==> config.mk <==
export PLATFORM = sky130hd
export DESIGN_NAME = btn_event
export DESIGN_NICKNAME = d
export VERILOG_FILES = /design/src/rtl/btn_event_pkg.sv /design/src/rtl/btn_edge.sv /design/src/rtl/btn_event.sv
export SDC_FILE = /design/constraint.sdc
export NUM_CORES = 1
export LEC_CHECK = 0
export ABC_AREA = 1
export CORE_MARGIN = 5
export CORE_UTILIZATION = 65
export CTS_BUF_LIST = sky130_fd_sc_hd__clkbuf_16
export DETAILED_ROUTE_END_ITERATION = 8
export PLACE_DENSITY = 0.87
export SETUP_SLACK_MARGIN = 0.05
export SLEW_MARGIN = 20
export SYNTH_ARGS = -nofsm -noshare
export SYNTH_HDL_FRONTEND = slang
export SYNTH_SLANG_ARGS = --single-unit
==> constraint.sdc <==
create_clock -name clk -period 2.8 [get_ports clk]
set_input_delay 0.42 -clock clk [delete_from_list [all_inputs] [get_ports clk]]
set_output_delay 0.42 -clock clk [all_outputs]
set_load 0.1 [all_outputs]
==> src/rtl/btn_event_pkg.sv <==
// btn_event_pkg: shared state encoding and 50 MHz default timing for the button gesture classifier.
// Revision 1.0
`default_nettype none

package btn_event_pkg;

  typedef enum logic [2:0] {
    ST_IDLE   = 3'd0,
    ST_PRESS1 = 3'd1,
    ST_GAP    = 3'd2,
    ST_PRESS2 = 3'd3,
    ST_HELD   = 3'd4
  } state_t;

  // 1 s, 250 ms and 100 ms at 50 MHz; a 26-bit counter covers the largest.
  localparam int unsigned DEF_LONG_PERIOD   = 50_000_000;
  localparam int unsigned DEF_DCLICK_WINDOW = 12_500_000;
  localparam int unsigned DEF_REPEAT_PERIOD = 5_000_000;
  localparam int unsigned DEF_CNT_W         = 26;

endpackage

`default_nettype wire

==> src/rtl/btn_edge.sv <==
// btn_edge: two-stage staging of a debounced level with registered rise/fall detection.
// Revision 1.0
`default_nettype none

module btn_edge (
  input  logic clk,
  input  logic rst_n,
  input  logic level,
  output logic rise,
  output logic fall
);

  logic lvl_q;
  logic lvl_p;

  always_ff @(posedge clk or negedge rst_n) begin
    if (!rst_n) begin
      lvl_q <= 1'b0;
      lvl_p <= 1'b0;
    end else begin
      lvl_q <= level;
      lvl_p <= lvl_q;
    end
  end

  assign rise = lvl_q & ~lvl_p;
  assign fall = ~lvl_q & lvl_p;

endmodule

`default_nettype wire

==> src/rtl/btn_event.sv <==
// btn_event: turns one debounced button level into press/release/click/double/long/repeat pulses.
// Revision 1.0 -- auto-repeat is compiled in with BTN_EVENT_REPEAT_EN.
`default_nettype none

module btn_event
  import btn_event_pkg::*;
#(
  parameter int unsigned LONG_PERIOD   = DEF_LONG_PERIOD,
  parameter int unsigned DCLICK_WINDOW = DEF_DCLICK_WINDOW,
  parameter int unsigned REPEAT_PERIOD = DEF_REPEAT_PERIOD,
  parameter int unsigned CNT_W         = DEF_CNT_W
) (
  input  logic clk,
  input  logic rst_n,
  input  logic btn_level,
  output logic press,
  // "release" is a reserved word, hence the suffix
  output logic release_evt,
  output logic click,
  output logic double_click,
  output logic long_press,
  output logic repeat_tick
);

  localparam logic [CNT_W-1:0] LONG_LAST   = CNT_W'(LONG_PERIOD - 1);
  localparam logic [CNT_W-1:0] DCLICK_LAST = CNT_W'(DCLICK_WINDOW - 1);

  logic rise;
  logic fall;

  btn_edge u_edge (
    .clk   (clk),
    .rst_n (rst_n),
    .level (btn_level),
    .rise  (rise),
    .fall  (fall)
  );

  state_t           state;
  state_t           state_n;
  logic [CNT_W-1:0] cnt;
  logic             cnt_clr;
  logic             press_n;
  logic             release_n;
  logic             click_n;
  logic             dclick_n;
  logic             long_n;
  logic             rpt_n;

  always_comb begin
    state_n   = state;
    cnt_clr   = 1'b0;
    press_n   = 1'b0;
    release_n = 1'b0;
    click_n   = 1'b0;
    dclick_n  = 1'b0;
    long_n    = 1'b0;
    rpt_n     = 1'b0;
    // Edges are tested before counter terminals so they win any tie.
    case (state)
      ST_IDLE: begin
        if (rise) begin
          state_n = ST_PRESS1;
          press_n = 1'b1;
        end
      end
      ST_PRESS1: begin
        if (fall) begin
          state_n   = ST_GAP;
          release_n = 1'b1;
        end else if (cnt == LONG_LAST) begin
          state_n = ST_HELD;
          long_n  = 1'b1;
        end
      end
      ST_GAP: begin
        if (rise) begin
          state_n  = ST_PRESS2;
          press_n  = 1'b1;
          dclick_n = 1'b1;
        end else if (cnt == DCLICK_LAST) begin
          state_n = ST_IDLE;
          click_n = 1'b1;
        end
      end
      ST_PRESS2: begin
        if (fall) begin
          state_n   = ST_IDLE;
          release_n = 1'b1;
        end
      end
      ST_HELD: begin
        if (fall) begin
          state_n   = ST_IDLE;
          release_n = 1'b1;
        end
`ifdef BTN_EVENT_REPEAT_EN
        else if (cnt == CNT_W'(REPEAT_PERIOD - 1)) begin
          rpt_n   = 1'b1;
          cnt_clr = 1'b1;
        end
`endif
      end
      default: state_n = ST_IDLE;
    endcase
    if (state_n != state) cnt_clr = 1'b1;
  end

  always_ff @(posedge clk or negedge rst_n) begin
    if (!rst_n) begin
      state <= ST_IDLE;
      cnt   <= '0;
    end else begin
      state <= state_n;
      if (cnt_clr)        cnt <= '0;
      else if (cnt != '1) cnt <= cnt + 1'b1;
    end
  end

  always_ff @(posedge clk or negedge rst_n) begin
    if (!rst_n) begin
      press        <= 1'b0;
      release_evt  <= 1'b0;
      click        <= 1'b0;
      double_click <= 1'b0;
      long_press   <= 1'b0;
    end else begin
      press        <= press_n;
      release_evt  <= release_n;
      click        <= click_n;
      double_click <= dclick_n;
      long_press   <= long_n;
    end
  end

`ifdef BTN_EVENT_REPEAT_EN
  always_ff @(posedge clk or negedge rst_n) begin
    if (!rst_n) repeat_tick <= 1'b0;
    else        repeat_tick <= rpt_n;
  end
`else
  assign repeat_tick = 1'b0;
  logic unused_rpt;
  assign unused_rpt = rpt_n ^ (REPEAT_PERIOD == 0);
`endif

endmodule

`default_nettype wire

==> results.py <==
metrics = {
    "worst_setup_path": {
        "cp.arrival_ps": 2410,
        "end_kind": "flip-flop",
        "worstPathRequired_ps": 2950,
        "crit_type": "reg2reg",
        "critPathMaxFanout": 17,
        "start_kind": "flip-flop",
    },
    "cells_and_area": {
        "design_area_um2": 2480,
        "fill_cells": 294,
        "regArea_um2": 901,
        "fin_util": 0.737,
        "insertedDiodeCount": 0,
        "drive_gt1_frac": 0.107,
        "multiInputGateArea_um2": 1200,
        "fin_nets": 332,
        "areaGrowthSynthToFinish_pct": 8.26,
    },
    "sta": {
        "fin_ws_ps": 547,
        "fin_skew_ps": 3.27,
        "period_minus_slack_ps": 2250,
        "hold_viol": 0,
        "final-setup-viol-count": 0,
        "finalMaxSlewViolations": 0,
        "period_share": 0.805,
        "slew_headroom": 0.467,
        "achievable-frequency_mhz": 444,
        "rsz0062_at_grt": "no",
        "tns_ps": 0,
        "worst_pin_slew_ps": 799,
    },
    "min_path": {
        "hp-class": "in2async",
    },
    "global_route": {
        "grt-ovfl-total": 0,
        "gr-usage-all-layers": 0.237,
        "antenna_found_initial": 0,
        "grt_max_degree": 37,
        "grt_first_pass_wirelength_um": 9160,
        "grt_pass1_vias": 1990,
    },
    "yosys": {
        "synth_top_family_by_area": "simple AND/OR/NAND/NOR gates",
        "yosys.area_share.simple": 0.451,
        "syn_area_um2": 2290,
        "yosys_warnings": 0,
        "yosys.cell_types.count": 35,
        "synthXorXnorAreaFrac": 0.0344,
        "yosys.area_share.adder": 0.00547,
        "avgSynthCellArea_um2": 7.13,
        "synth_mux_area_frac": 0,
        "synth_top_area_frac": 0.394,
        "synth_top_cell_by_area": "dfrtp_1",
        "syn-num-nets": 325,
        "synth_compound_area_frac": 0.0323,
        "seq_area_frac_synth": 0.394,
        "ys_top_cells_by_area": "dfrtp_1, nand2_1, nor2_1, inv_1, nand4_1",
        "synth_seq_cells": 36,
        "postSynthCellCount": 321,
    },
    "power": {
        "power.total_mw": 1.49,
        "power.leakage_nw": 1.17,
        "powerDensity_nw_per_um2": 603,
        "irDropWorstVdd_mv": 0.451,
    },
    "cts": {
        "cts_setup_buffers": 0,
        "clk_root_buffer_cell": "clkbuf_16",
        "cts_tree": "yes",
        "cts.hold.buffers_added": 0,
        "clk_pin_slew_ps": 50,
        "cts.htree.levels": 2,
        "cts.sinks": 36,
        "numCtsBuffers": 5,
        "ctsResizeCount": 0,
        "clock_path_buffers": 2,
        "clk_latency_ps": 280,
    },
    "die": {
        "die_w_um": 69.3,
        "start_util": 0.680,
        "core_area_um2": 3360,
        "rows": 21,
        "die_area_um2": 4810,
        "die_h_um": 69.3,
        "ioPinCount": 9,
    },
    "placement": {
        "dpl_cell_area_um2": 2340,
        "hpwl_um": 3920,
        "io_buffers": 7,
        "place_ws_ps": 570,
        "gp_routability_congestion": 0.928,
    },
    "status": {
        "status": "completed",
    },
    "job": {
        "max-cap-violations": 0,
    },
    "routing": {
        "wl_per_cell_um": 14.2,
        "vias": 2099,
        "antenna_left": 0,
        "drcViolationCount": 0,
        "first_iter_violations": 252,
        "drt-pass1-iter-count": 5,
        "routed_wl_um": 5310,
        "vias_per_cell": 5.61,
    },
}
## layer usage
metal | track usage | part of all wire
met1 | 0.308 | 0.43
met3 | 0.0710 | 0.066
met2 | 0.357 | 0.47
met4 | 0.115 | 0.037
met5 | 0 | 0
## state kept, by name, indices dropped and copies added (netlist names)
name / cells
u_edge.lvl_p: 1
double_click: 1
press: 1
state: 3
long_press: 1
u_edge.lvl_q: 1
click: 1
release_evt: 1
cnt: 26
## power by group
group | switching, mW | internal [mW] | total, mW
combinational | 0.292 | 0.0939 | 0.386
sequential | 0.0372 | 0.554 | 0.591
clock | 0.199 | 0.319 | 0.518
total | 0.528 | 0.967 | 1.49
## critical path, stage by stage (launching register included)
cell and delay (ps):
dfrtp_1 380, ha_1 270, inv_2 100, nor2_8 210, nand3_1 90, nor2_1 110
nand2_1 110, nand2_2 80, nand4_2 320, nand3_4 360, nor2_1 80
## area by class of cell
type | instances | area share
clock inverters | 2 | 0.00354
well taps | 46 | 0.0232
clock buffers | 5 | 0.0505
repair buffers | 7 | 0.0212
multi-input cells | 243 | 0.485
inverters | 35 | 0.0530
flip-flops and latches | 36 | 0.364
## worst paths after layout
kind,slack (ps),end,cells past startpoint,start
max in group asynchronous,2070,cnt[20],1,rst_n
worst max-delay path,550,cnt[10],10,cnt[0]
worst max register to register,550,cnt[10],10,cnt[0]
worst min-delay path,230,cnt[11],1,rst_n
min in group clk,440,u_edge.lvl_p,0,u_edge.lvl_q
worst min register to register,440,u_edge.lvl_p,0,u_edge.lvl_q
## cells in the final DEF (no fill, tap or decap)
cell,instances
nor2_4,1
xor2_1,6
nand3_4,1
nand4_2,1
a21oi_1,1
nor3b_1,1
nand2_2,10
nand3b_1,2
nor2_8,1
nand4_4,1
clkdlybuf4s50_1,1
nor2_1,68
clkinv_2,1
inv_1,35
nand2_4,1
dfrtp_1,36
buf_2,1
o21ai_0,7
inv_2,1
buf_4,5
a31oi_1,1
o21bai_1,1
nand4_1,18
nand3_1,18
nand3_2,2
nor4_1,1
clkbuf_16,5
nand2_1,83
nor3_1,4
xnor2_1,3
o21ai_1,1
ha_1,1
conb_1,1
nor2_2,4
a21o_1,2
and3_1,2
## synthesized netlist by cell type
cell,number
a31oi_1,1
nor2_8,1
nand3_2,2
nand3_4,1
nor2_4,1
nor3_1,4
o21ai_1,1
nor3b_1,1
nand2_4,1
nor2_2,4
inv_1,34
nor2_1,68
nand3_1,18
buf_4,3
conb_1,1
ha_1,1
xnor2_1,3
nand4_2,1
a21oi_1,1
clkbuf_2,1
nand3b_1,2
dfrtp_1,36
inv_2,1
o21ai_0,7
xor2_1,6
nand2_2,10
a21o_1,2
buf_2,1
nand4_4,1
nand4_1,18
nand2_1,83
buf_6,2
o21bai_1,1
and3_1,2
nor4_1,1
## kinds of logic after synthesis
logic type      count (synthesis)
buf+inv                        42
xor+xnor                        9
compound gates                 13
other cells                     1
simple gates                  219
fa+ha+maj                       1
flops                          36
## per-stage QoR
step           hold WS [ps]  std cells
2_1_floorplan           124        321
3_3_place_gp            421        367
3_5_place_dp            423        367
4_1_cts                 263        374
5_1_grt                 299        374
6_report                232        374
(Power assumes the default switching activity.)
